===== config.mk =====
export PLATFORM = sky130hd
export DESIGN_NAME = layer_sequencer_flat
export DESIGN_NICKNAME = d
export VERILOG_FILES = /design/src/rtl/layer_sequencer_if.sv /design/src/rtl/layer_sequencer.sv /design/src/flat_wrapper.sv
export SDC_FILE = /design/constraint.sdc
export NUM_CORES = 1
export LEC_CHECK = 0
export ABC_CLOCK_PERIOD_IN_PS = 2300
export CORE_ASPECT_RATIO = 1.75
export CORE_MARGIN = 1.5
export CORE_UTILIZATION = 50
export DETAILED_ROUTE_END_ITERATION = 8
export PLACE_DENSITY = 0.86
export SETUP_SLACK_MARGIN = 0.4
export SLEW_MARGIN = 20
export SYNTH_ARGS = -nofsm -noshare
export SYNTH_HDL_FRONTEND = slang
export SYNTH_SLANG_ARGS = --single-unit

===== constraint.sdc =====
create_clock -name clk -period 2.3 [get_ports clk]
set_input_delay 0.46 -clock clk [delete_from_list [all_inputs] [get_ports clk]]
set_output_delay 0.46 -clock clk [all_outputs]
set_load 0.05 [all_outputs]

===== src/rtl/layer_sequencer_if.sv =====
// layer_sequencer_if: host/datapath-facing bundle of the layer sequencer.
//   master modport: the environment (host + weight stores + datapath) that
//                   drives start/stop/weight_valid/layer_done and observes status.
//   slave modport : the layer_sequencer itself.
// Signals:
//   start, stop        host control (stop is a synchronous abort)
//   weight_valid       AND of all weight_store valid outputs
//   layer_done         one-cycle pulse from the datapath, current layer finished
//   cs[2:0]            shared layer-state code
//   run                level, datapath may compute while high
//   busy, done, err    status (done is a one-cycle pulse, err is sticky)
//   layer_idx[2:0]     current layer index
//   run_cycles[15:0]   RUN length of the last completed layer (0 when not built)
interface layer_sequencer_if;
  logic        start;
  logic        stop;
  logic        weight_valid;
  logic        layer_done;
  logic [2:0]  cs;
  logic        run;
  logic        busy;
  logic        done;
  logic        err;
  logic [2:0]  layer_idx;
  logic [15:0] run_cycles;

  modport master (
    output start, stop, weight_valid, layer_done,
    input  cs, run, busy, done, err, layer_idx, run_cycles
  );

  modport slave (
    input  start, stop, weight_valid, layer_done,
    output cs, run, busy, done, err, layer_idx, run_cycles
  );
endinterface


===== src/rtl/layer_sequencer.sv =====
// layer_sequencer: inference controller stepping conv layers 0..NUM_CONV-1 and
// then the affine layer. For each layer it drives the shared cs code, waits out
// a blanking window, waits for weight_valid, raises run and waits for
// layer_done before advancing.
// Ports:
//   clk, rst    clock, asynchronous active-high reset
//   sif         layer_sequencer_if.slave (start/stop/weight_valid/layer_done in,
//               cs/run/busy/done/err/layer_idx/run_cycles out, all registered)
//   dbg_state   current FSM state (0 IDLE, 1 LOAD, 2 RUN, 3 DONE)
// Optional feature macro: LAYER_CYCLE_COUNT_EN
//   defined   -> per-layer RUN cycle counter, latched into run_cycles on layer_done
//   undefined -> run_cycles tied to 16'h0000
//
// Handshake: weight_valid is a level qualifier, only honoured in LOAD once the
// blanking counter has reached zero (earlier values may be stale from the
// previous cs). run is the grant; the datapath answers with one layer_done
// pulse while run is high, and run drops on the following edge.

`ifndef LAYER0
`define LAYER0 3'd0
`endif
`ifndef LAYER1
`define LAYER1 3'd1
`endif
`ifndef LAYER2
`define LAYER2 3'd2
`endif
`ifndef LAYER3
`define LAYER3 3'd3
`endif
`ifndef AFFINE
`define AFFINE 3'd4
`endif

module layer_sequencer #(
  parameter int unsigned NUM_CONV     = 4,
  parameter int unsigned BLANK_CYCLES = 3,
  parameter logic [2:0]  IDLE_CS      = 3'd7
) (
  input  logic               clk,
  input  logic               rst,
  layer_sequencer_if.slave   sif,
  output logic [1:0]         dbg_state
);

  typedef enum logic [1:0] {ST_IDLE = 2'd0, ST_LOAD = 2'd1, ST_RUN = 2'd2, ST_DONE = 2'd3} state_e;

  localparam logic [2:0] AFFINE_IDX   = 3'(NUM_CONV);
  localparam logic [7:0] BLANK_RELOAD = 8'(BLANK_CYCLES);

  function automatic logic [2:0] conv_code(input logic [2:0] idx);
    case (idx)
      3'd0:    conv_code = `LAYER0;
      3'd1:    conv_code = `LAYER1;
      3'd2:    conv_code = `LAYER2;
      default: conv_code = `LAYER3;
    endcase
  endfunction

  state_e      state_q, state_d;
  logic [2:0]  cs_q, cs_d;
  logic        run_q, run_d;
  logic        busy_q, busy_d;
  logic        done_q, done_d;
  logic        err_q, err_d;
  logic [2:0]  idx_q, idx_d;
  logic [7:0]  blank_q, blank_d;
  logic        wv_q, wv_d;
  logic [2:0]  idx_next;

  assign idx_next = idx_q + 3'd1;
  assign wv_d     = sif.weight_valid;

  // State register (all registered outputs live here too).
  always_ff @(posedge clk or posedge rst) begin
    if (rst) begin
      state_q <= ST_IDLE;
      cs_q    <= IDLE_CS;
      run_q   <= 1'b0;
      busy_q  <= 1'b0;
      done_q  <= 1'b0;
      err_q   <= 1'b0;
      idx_q   <= 3'd0;
      blank_q <= 8'd0;
      wv_q    <= 1'b0;
    end else begin
      state_q <= state_d;
      cs_q    <= cs_d;
      run_q   <= run_d;
      busy_q  <= busy_d;
      done_q  <= done_d;
      err_q   <= err_d;
      idx_q   <= idx_d;
      blank_q <= blank_d;
      wv_q    <= wv_d;
    end
  end

  // Next-state logic. stop outranks layer_done and weight_valid.
  always_comb begin
    state_d = state_q;
    case (state_q)
      ST_IDLE: if (sif.start && !sif.stop) state_d = ST_LOAD;
      ST_LOAD: begin
        if (sif.stop)                                state_d = ST_IDLE;
        else if (blank_q == 8'd0 && sif.weight_valid) state_d = ST_RUN;
      end
      ST_RUN: begin
        if (sif.stop)            state_d = ST_IDLE;
        else if (sif.layer_done) state_d = (idx_q == AFFINE_IDX) ? ST_DONE : ST_LOAD;
      end
      ST_DONE: state_d = ST_IDLE;
      default: state_d = ST_IDLE;
    endcase
  end

  // Output/datapath-register logic.
  always_comb begin
    cs_d    = cs_q;
    run_d   = run_q;
    busy_d  = busy_q;
    done_d  = 1'b0;
    err_d   = err_q;
    idx_d   = idx_q;
    blank_d = blank_q;
    case (state_q)
      ST_IDLE: begin
        if (sif.start && !sif.stop) begin
          cs_d    = `LAYER0;
          idx_d   = 3'd0;
          blank_d = BLANK_RELOAD;
          err_d   = 1'b0;
          busy_d  = 1'b1;
        end
      end
      ST_LOAD: begin
        if (sif.stop) begin
          cs_d    = IDLE_CS;
          run_d   = 1'b0;
          busy_d  = 1'b0;
          blank_d = 8'd0;
        end else begin
          if (blank_q != 8'd0) blank_d = blank_q - 8'd1;
          if (sif.layer_done) err_d = 1'b1;
          if (blank_q == 8'd0 && sif.weight_valid) run_d = 1'b1;
        end
      end
      ST_RUN: begin
        if (sif.stop) begin
          cs_d    = IDLE_CS;
          run_d   = 1'b0;
          busy_d  = 1'b0;
          blank_d = 8'd0;
        end else if (sif.layer_done) begin
          run_d = 1'b0;
          if (idx_q != AFFINE_IDX) begin
            idx_d   = idx_next;
            cs_d    = (idx_next == AFFINE_IDX) ? `AFFINE : conv_code(idx_next);
            blank_d = BLANK_RELOAD;
          end else begin
            cs_d   = IDLE_CS;
            done_d = 1'b1;
          end
        end else if (wv_q && !sif.weight_valid) begin
          // Weights vanished under a running layer; flag it but keep running.
          err_d = 1'b1;
        end
      end
      ST_DONE: begin
        busy_d = 1'b0;
        run_d  = 1'b0;
      end
      default: ;
    endcase
  end

  assign sif.cs        = cs_q;
  assign sif.run       = run_q;
  assign sif.busy      = busy_q;
  assign sif.done      = done_q;
  assign sif.err       = err_q;
  assign sif.layer_idx = idx_q;
  assign dbg_state     = state_q;

`ifdef LAYER_CYCLE_COUNT_EN
  logic [15:0] cnt_q, cnt_d;
  logic [15:0] rc_q, rc_d;
  logic [15:0] cnt_inc;

  // cnt_q counts RUN cycles already elapsed; the latched value includes the
  // layer_done cycle itself, hence the use of the incremented value.
  always_comb begin
    cnt_d   = cnt_q;
    rc_d    = rc_q;
    cnt_inc = (cnt_q == 16'hFFFF) ? cnt_q : cnt_q + 16'd1;
    if (state_q == ST_LOAD && state_d == ST_RUN) begin
      cnt_d = 16'd0;
    end else if (state_q == ST_RUN && !sif.stop) begin
      cnt_d = cnt_inc;
      if (sif.layer_done) rc_d = cnt_inc;
    end
  end

  always_ff @(posedge clk or posedge rst) begin
    if (rst) begin
      cnt_q <= 16'd0;
      rc_q  <= 16'd0;
    end else begin
      cnt_q <= cnt_d;
      rc_q  <= rc_d;
    end
  end

  assign sif.run_cycles = rc_q;
`else
  assign sif.run_cycles = 16'h0000;
`endif

endmodule


===== src/flat_wrapper.sv =====
// flat-port wrapper written by rule: the top's interface ports become plain ports
module layer_sequencer_flat 
#(
  parameter int unsigned NUM_CONV     = 4,
  parameter int unsigned BLANK_CYCLES = 3,
  parameter logic [2:0]  IDLE_CS      = 3'd7
)
  (clk, rst, dbg_state, sif_start, sif_stop, sif_weight_valid, sif_layer_done, sif_cs, sif_run, sif_busy, sif_done, sif_err, sif_layer_idx, sif_run_cycles);
  layer_sequencer_if sif_i ();
  input  logic clk;
  input  logic rst;
  output logic [1:0] dbg_state;
  input wire logic [$bits(sif_i.start)-1:0] sif_start;
  input wire logic [$bits(sif_i.stop)-1:0] sif_stop;
  input wire logic [$bits(sif_i.weight_valid)-1:0] sif_weight_valid;
  input wire logic [$bits(sif_i.layer_done)-1:0] sif_layer_done;
  output wire logic [$bits(sif_i.cs)-1:0] sif_cs;
  output wire logic [$bits(sif_i.run)-1:0] sif_run;
  output wire logic [$bits(sif_i.busy)-1:0] sif_busy;
  output wire logic [$bits(sif_i.done)-1:0] sif_done;
  output wire logic [$bits(sif_i.err)-1:0] sif_err;
  output wire logic [$bits(sif_i.layer_idx)-1:0] sif_layer_idx;
  output wire logic [$bits(sif_i.run_cycles)-1:0] sif_run_cycles;
  assign sif_i.start = sif_start;
  assign sif_i.stop = sif_stop;
  assign sif_i.weight_valid = sif_weight_valid;
  assign sif_i.layer_done = sif_layer_done;
  assign sif_cs = sif_i.cs;
  assign sif_run = sif_i.run;
  assign sif_busy = sif_i.busy;
  assign sif_done = sif_i.done;
  assign sif_err = sif_i.err;
  assign sif_layer_idx = sif_i.layer_idx;
  assign sif_run_cycles = sif_i.run_cycles;
  layer_sequencer #(.NUM_CONV(NUM_CONV), .BLANK_CYCLES(BLANK_CYCLES), .IDLE_CS(IDLE_CS)) u_core (.clk(clk), .rst(rst), .sif(sif_i), .dbg_state(dbg_state));
endmodule

; ---- Word-level counts from Yosys, hierarchy flattened
; Index checks and enable logic that the tools add are counted.
[op_classes]
addsub = 2
n_eq_ne = 22
n_mux = 45
n_reduce_logical = 20
[ops]
columns = cell, n
row1 = $mux 8, 6
row2 = $mux 3, 9
row3 = $pmux 8 s3, 1
row4 = $mux 1, 16
row5 = $mux 2, 6
row6 = $ne 2x2->1 const B, 6
row7 = $reduce_and 5->1, 2
row8 = $ne 3x2->1 const B, 3
row9 = $pmux 1 s3, 3
row10 = $pmux 3 s3, 1
row11 = $logic_not 8->1, 1
row12 = $ne 2x1->1 const B, 4
row13 = $pmux 2 s4, 1
row14 = $reduce_bool 8->1, 1
row15 = $sub 8x1->8 const B, 1
row16 = $reduce_and 7->1, 1
row17 = $eq 3x3->1 const B, 2
row18 = $ne 3x3->1 const B, 2
row19 = $pmux 2 s3, 1
row20 = $pmux 3 s2, 1
row21 = $reduce_and 3->1, 2
row22 = $reduce_bool 3->1, 2
row23 = $eq 2x2->1 const B, 2
row24 = $reduce_and 4->1, 1
row25 = 11 further kinds, 14
[totals]
register_bits = 21
output_inout_bits = 28
wordCells = 98

; ---- Logic depth before layout (Yosys ltp)
; Gate-level depths: netlist of run 1.
[logic_depth]
word_depth = 8
depth_mapped = 7
mapped_depth_nobuf = 6

; ---- Worst setup path before layout of run 1
; Ideal clock, no wire load.
[synth_timing]
path_kind = register -> register
startpoint = register u_core.state_q[1] (netlist: u_core.dbg_state[1])
endpoint = register u_core.err_q (netlist: u_core.sif.err)
t_arrival_ns = 2.201
t_required_ns = 2.175
slack_ns = -0.026
stages_incl_launch_ff = 7
n_path_buf = 0
path_cell_list = dfrtp_1 -> inv_1 -> ha_1 -> or4b_2 -> a21oi_1 -> o21ai_0 -> mux2_2
[synth_between]
elab_chain_len = 3
elab_cells_between_ends = 12
cone_classes = eq/ne: 8 / mux: 1 / reduce/logical: 3
[synth_rtl]
columns = item, line_no
row1 = from (decl), layer_sequencer.sv:60  ; state_e state_q, state_d;
row2 = from (signal assigned), layer_sequencer.sv:87  ; state_q <= state_d;
row3 = $eq 2x2->1 (tied with other cells), layer_sequencer.sv:126  ; case (state_q)
row4 = $ne 2x1->1 (no source line) (tied with other cells), n/a
row5 = $reduce_and 7->1 (no source line), n/a
row6 = to (signal assigned), layer_sequencer.sv:92  ; err_q <= err_d;
row7 = to (decl), layer_sequencer.sv:65  ; logic err_q, err_d;
; Parallel ways exist; a longest one is shown, timed or not.
; A chain may end at the register's enable or synchronous reset.

; ---- Final worst setup path of run 1
[layout_timing]
startpoint = register u_core.state_q[0] (netlist: u_core.dbg_state[0])
endpoint = register u_core.blank_q[6]
[layout_between]
elab_chain_len = 3
elab_cells_between_ends = 10
cone_classes = eq/ne: 6 / mux: 1 / reduce/logical: 3
[layout_rtl]
columns = item, line_no
row1 = $eq 2x2->1 (tied with other cells), layer_sequencer.sv:126
row2 = $ne 3x2->1 (no source line) (tied with other cells), n/a
row3 = $reduce_and 5->1 (no source line), n/a
row4 = to (signal assigned), layer_sequencer.sv:94  ; blank_q <= blank_d;
row5 = to (decl), layer_sequencer.sv:67  ; logic [7:0] blank_q, blank_d;
; Parallel ways exist; a longest one is shown, timed or not.

==> results by group, run 1 <==
Synthesis
  – Yosys Warn Count: 0
  – Number of flops mapped to enable cells by yosys: 0
  – Sequential share of the synthesized area: 0.343
  – Netlist cell types: 43
  – Synth Area in XOR/XNOR: 0
  – Synth Area in Simple Gates: 0.181
  – Top FF cell, synth: dfrtp_1
  – Synthesized flop and latch total: 21
  – Compound-Gate Fraction of Synth Area: 0.155
  – Synth Area in Adders: 0.0974
  – Largest family of logic cells by synthesized area: simple AND/OR/NAND/NOR gates
  – Syn Area/Cell: 9.88 sq um
  – Biggest area consumer among synthesized cells: dfrtp_1
  – Synth top area share: 0.292
  – Syn Std Cell Area: 1540 sq um
  – Most area-consuming cells after synthesis: dfrtp_1, ha_1, buf_4
  – Asr flop ratio synth: 1.00
  – Post-Synthesis Cells: 156
  – Mux share of post-synthesis cell area: 0.0966

Placed design
  – Post-DP HPWL: 2.65 mm
  – RD Place Congestion: 0.851
  – # port buffers: 17
  – DP Cell Count: 202

Die
  – Row count: 26
  – Core area: 2930 sq um
  – IO Pins: 34
  – Die footprint: 3440 sq um
  – Height of the die: 76.5 microns
  – Die Wd: 45.0 microns
  – Starting Density: 0.526

Global routing
  – Met2 usage: 0.410
  – Initial antenna violation count: 0
  – GRT Total Usage: 0.223
  – GR Layer Usage met3: 0.0308
  – First-pass GRT wire length: 5.82 mm
  – Grt ovf: 0
  – Pin count of the biggest net entering global routing: 12
  – GRT met1 Usage: 0.225
  – Vias in the first global route: 1310
  – Most used routing layer: met2

Cells and area
  – Antenna cells: 0
  – Final Util: 0.700
  – Post-layout nets: 211
  – Synth-to-layout area growth: 32.9%
  – Non-Filler Instances: 220
  – Commonest non-fill, non-tap cell in the layout: buf_4
  – Most frequent cells in the layout: buf_4, conb_1, dfrtp_1, a21oi_1, dlygate4sd2_1
  – Layout cell share with drive strength beyond 1: 0.375

Timing
  – Fin crit share: 0.943
  – Tmin final: 2.17 ns
  – Final Hold Violating Endpoints: 0
  – Clk_skew: 0.00366 ns
  – Final setup fails: 0
  – RSZ-0062 raised after global routing: true
  – Slew at the pin closest to its max-slew limit: 0.563 ns
  – Hold Slack: 0.485 ns
  – F_max: 461 MHz
  – Headroom to the max-slew limit: 0.624
  – Final Max Tran Viols: 0

CTS
  – CTS tree: done
  – Total CTS buffers: 3
  – Root buffer cell: clkbuf_8
  – Clk sink count: 21
  – Clock Latency Late Sink: 0.27 ns
  – Hold-fix buffers, CTS: 0
  – Htree depth: 1
  – Clk slew on worst S/H paths: 0.08 ns
  – CTS max path bufs: 2

Outcome
  – Run status: finished, final reports clean

Route
  – Via count: 1359
  – Vias/cell: 6.18
  – Detail Route Antenna Nets: 0
  – Drt total wl: 4.42 mm
  – Drt wl/cell: 20.1 microns
  – Pre-Repair DR Iteration Count: 4
  – DR iter-0 viols: 56
  – Remaining DRCs: 0

Critical path
  – Crit path DAT: 2.32 ns
  – Startpoint types: flip-flop
  – Critical path type: reg2reg
  – CP Capture Type: flip-flop
  – Worst-path fanout max: 6
  – Worst EP required: 2.45 ns

Run
  – MaxCap Viol Count: 0

Power and ir drop
  – Max IR drop VDD: 0.901 mV
  – Lkg Pwr: 0.970 nW
  – Power, Total: 3.20 mW
  – PwrDens: 1560 nW/um^2

Worst hold path
  – Hold Path Class: in2async
[logic make-up after synthesis]
logic type      Yosys count
simple gates             44
compound gates           35
buf+inv                  30
flops                    21
mux                      13
fa+ha+maj                12
other cells               1
[worst max-delay path, stage by stage (launching register included)]
cell and delay (ns):
dfrtp_4 0.46, buf_12 0.12, inv_8 0.03, ha_4 0.18
and4b_4 0.20, a2111o_1 0.44, buf_4 0.16, buf_4 0.13
nor3_2 0.24, nor4_2 0.07
[cells in the mapped netlist, types with 2 or more instances]
cell	count
inv_1	10
nand2b_1	8
nand4_1	2
dfrtp_1	18
buf_6	2
mux2i_1	4
o21ai_0	4
or2_2	3
nand2_1	7
or4_1	4
a21oi_1	15
or3_1	2
nor2_1	3
ha_1	12
nor2b_1	2
mux2_4	2
nor3_1	4
mux2_2	7
buf_4	17
a2111o_1	2
dfstp_2	3
o31ai_1	4
[sequential cells by signal, indices dropped and copies added, names as in the netlist]
| name | flops |
|---|---|
| u_core.blank_q | 8 |
| u_core.dbg_state | 2 |
| u_core.sif.busy | 1 |
| u_core.sif.cs | 3 |
| u_core.sif.done | 1 |
| u_core.sif.err | 1 |
| u_core.sif.layer_idx | 3 |
| u_core.sif.run | 1 |
| u_core.wv_q | 1 |
[report_power, final]
part | switching, mW | total, mW | internal [mW]
Clock | 0.127 | 0.251 | 0.124
Combinational | 1.27 | 2.25 | 0.974
Sequential | 0.162 | 0.700 | 0.538
[worst paths after layout]
path / from / to / slack [ns] / cells after the start
worst max-delay path: u_core.dbg_state[0] / u_core.blank_q[6] / 0.13 / 9
worst min-delay path: rst / u_core.sif.done / 0.48 / 2
worst max register to register: u_core.dbg_state[0] / u_core.blank_q[6] / 0.13 / 9
worst min register to register: u_core.sif.err / u_core.sif.err / 0.51 / 1
max in group asynchronous: rst / u_core.blank_q[1] / 1.30 / 3
min in group clk: u_core.sif.err / u_core.sif.err / 0.51 / 1
[timing repair]
action | CTS | global route
endpoints found under the setup margin | 23 | 19
buffers inserted | 6 | 8
resized for setup | 14 | 21
cloned | 0 | 0
pin swaps | 4 | 7
[layer usage]
| layer | vias up | routed length (microns) |
|---|---|---|
| met4 | 0 | 261 |
| met3 | 26 | 169 |
| met1 | 666 | 1510 |
| met5 | - | 0 |
| li1 | 607 | - |
| met2 | 60 | 2480 |
[through the flow]
step                area (sq um)  setup WS [ns]  setup TNS [ns]
floorplan                   1680          0.247               0
global placement            1780         0.0254               0
detailed placement          1780        -0.0424          -0.107
CTS                         1880          0.196               0
global route                2050         0.0821               0
finish                      2050          0.131               0
[area by class of cell]
cell class	instances	area, sq um
clock buffers	4	45.0
fillers	215	880
well taps	28	35.0
inverters	10	45.0
multi-input cells	120	1050
flip-flops and latches	21	537
repair buffers	37	334
(Power assumes the default switching activity.)
==> run 2, diff against run 1 <==
CORE_MARGIN = 4   (was 1.5)
HOLD_SLACK_MARGIN = 0.05   (was not set)
PLACE_DENSITY = 0.78   (was 0.86)
==> run 2 against run 1 <==
  * Clock power barely moved
  * Non-clock buffer count decreased by 6
  * Fmax grew 6.4%
  * Highest routed layer unchanged
  * Hold slack better by 0.012 ns
  * Global-route usage down 3.2 points
  * Largest cell class unchanged
  * Critical endpoint is now u_core.blank_q[3]
  * Wire length shrank 17%
==> results by group, run 2 (synthesis results as in run 1) <==
Outcome
  – Run status: finished, final reports clean

Global routing
  – GRT Total Usage: 0.191 (-0.0323)
  – Vias in the first global route: 1306 (-0.31%)
  – First-pass GRT wire length: 6.00 mm (+3.2%)
  – Grt ovf: 0 (unchanged)
  – Pin count of the biggest net entering global routing: 13 (+1)
  – Initial antenna violation count: 0 (unchanged)

Critical path
  – Worst EP required: 2.50 ns (+0.05 ns)
  – Crit path DAT: 2.24 ns (-0.08 ns)
  – Critical path type: reg2reg
  – Reg2Reg Setup Slack: 0.26 ns (+0.13 ns)
  – CP Capture Type: flip-flop
  – Worst-path fanout max: 5 (-1)
  – Startpoint types: flip-flop

CTS
  – Htree depth: 1 (unchanged)
  – CTS tree: done
  – Clk slew on worst S/H paths: 0.08 ns (about the same)
  – Clock Latency Late Sink: 0.27 ns (about the same)
  – Total CTS buffers: 3 (unchanged)
  – Root buffer cell: clkbuf_8
  – Clk sink count: 21 (unchanged)
  – CTS max path bufs: 2 (unchanged)

Cells and area
  – Final Util: 0.663 (-0.0368)
  – Antenna cells: 0 (unchanged)
  – Most frequent cells in the layout: conb_1, buf_4, dfrtp_1, a21oi_1, dlygate4sd2_1
  – Biggest register: u_core.blank_q
  – Synth-to-layout area growth: 25.9%
  – Commonest non-fill, non-tap cell in the layout: conb_1
  – Max reg flops: 8 (unchanged)
  – Layout cell share with drive strength beyond 1: 0.333 (-0.0417)
  – Post-layout nets: 205 (-2.8%)

Timing
  – RSZ-0062 raised after global routing: true
  – Final Hold Violating Endpoints: 0 (unchanged)
  – Final setup fails: 0 (unchanged)
  – Clk_skew: 0.00389 ns (+0.000237 ns)
  – Tmin final: 2.04 ns (-0.130 ns)
  – Headroom to the max-slew limit: 0.659 (+0.0353)
  – F_max: 491 MHz (+6.4%)
  – Slew at the pin closest to its max-slew limit: 0.510 ns (-0.0527 ns)
  – Final Max Tran Viols: 0 (unchanged)
  – Fin crit share: 0.886 (-0.0566)

Power and ir drop
  – P_int: 1.52 mW (-7.0%)
  – Clock group share of total power: 0.087 (+0.009)
  – Max IR drop VDD: 0.815 mV (-9.6%)
  – PwrDens: 1500 nW/um^2 (-3.7%)
  – Comb power frac: 0.680 (-0.023)
  – Lkg Pwr: 0.894 nW (-7.8%)
  – Switching share of power: 0.479 (-0.00963)
  – Power, Total: 2.92 mW (-8.8%)
  – Switching pwr: 1.40 mW (-11%)
  – Seq pwr share: 0.233 (+0.014)

Worst hold path
  – Hold Path Class: in2async

Die
  – Die Wd: 50.0 microns (+11%)
  – Core area: 2930 sq um (unchanged)
  – Height of the die: 81.5 microns (+6.5%)
  – Starting Density: 0.526 (unchanged)
  – Die footprint: 4070 sq um (+18%)
  – IO Pins: 34 (unchanged)
  – Row count: 26 (unchanged)

Placed design
  – # port buffers: 17 (unchanged)
  – Post-DP HPWL: 2.68 mm (+1.3%)
  – RD Place Congestion: 0.846 (-0.67%)

Route
  – Pre-Repair DR Iteration Count: 4 (unchanged)
  – Drt wl/cell: 17.1 microns (-15%)
  – Vias/cell: 5.89 (-4.7%)
  – DR iter-0 viols: 34 (-39%)
  – Via count: 1260 (-7.3%)
  – Remaining DRCs: 0 (unchanged)
  – Detail Route Antenna Nets: 0 (unchanged)
  – Drt total wl: 3.65 mm (-17%)

Run
  – MaxCap Viol Count: 0 (unchanged)
-- run 2: power groups by stage --
stage                     clock network [mW]  registers [mW]  logic (mW)
after detailed placement                   0           0.691        1.85
final                                  0.253           0.682        1.98
after global placement                     0           0.678        1.82
after global routing                   0.277           0.704        2.14
after CTS                              0.260           0.676        1.95
after floorplan                            0           0.924        1.15
-- run 2: area by class of cell --
class / count / area [sq um]
multi-input combinational: 120 / 1010
fill: 249 / 987
sequential: 21 / 537
timing repair buffer: 31 / 272
clock buffer: 3 / 41.3
inverter: 10 / 37.5
tap: 28 / 35.0
clock inverter: 1 / 5.00
-- run 2: worst paths after layout --
| path | to | startpoint | cells after the start |
|---|---|---|---|
| worst max-delay path | u_core.blank_q[3] | u_core.dbg_state[0] | 5 |
| worst min-delay path | u_core.sif.done | rst | 2 |
| worst max register to register | u_core.blank_q[3] | u_core.dbg_state[0] | 5 |
| worst min register to register | u_core.sif.err | u_core.sif.err | 1 |
| max in group asynchronous | u_core.blank_q[5] | rst | 3 |
| min in group clk | u_core.sif.err | u_core.sif.err | 1 |
-- run 2: metrics by stage --
step	std cells	area (sq um)	TNS, ns	hold slack [ns]	setup WS, ns
floorplan	171	1680	0	0.434	0.247
global placement	204	1790	-0.0607	0.491	-0.0368
detailed placement	204	1790	-0.265	0.496	-0.129
CTS	214	1910	0	0.516	0.259
global route	214	1940	0	0.527	0.162
finish	214	1940	0	0.497	0.261
-- run 2: repair_timing --
item                                   in CTS  in global routing
pin swaps                                   3                  3
setup endpoints to repair                  22                 12
gates resized for setup                    16                  7
endpoints found under the hold margin       0                  0
buffers inserted                            6                  0
hold buffers                                0                  0
-- run 2: critical path, stage by stage, from the launching register on --
cell and delay, ns:
dfrtp_4 0.51, ha_4 0.17, or3_1 0.30, a2111o_1 0.41, or4_1 0.43, a21oi_2 0.13
-- run 2: per-layer routing --
metal	track usage	vias to the layer above	wire length, microns
li1	-	591	-
met1	0.187	621	1280
met2	0.377	33	2130
met3	0.0163	15	100
met4	0.114	0	143
met5	0	-	0
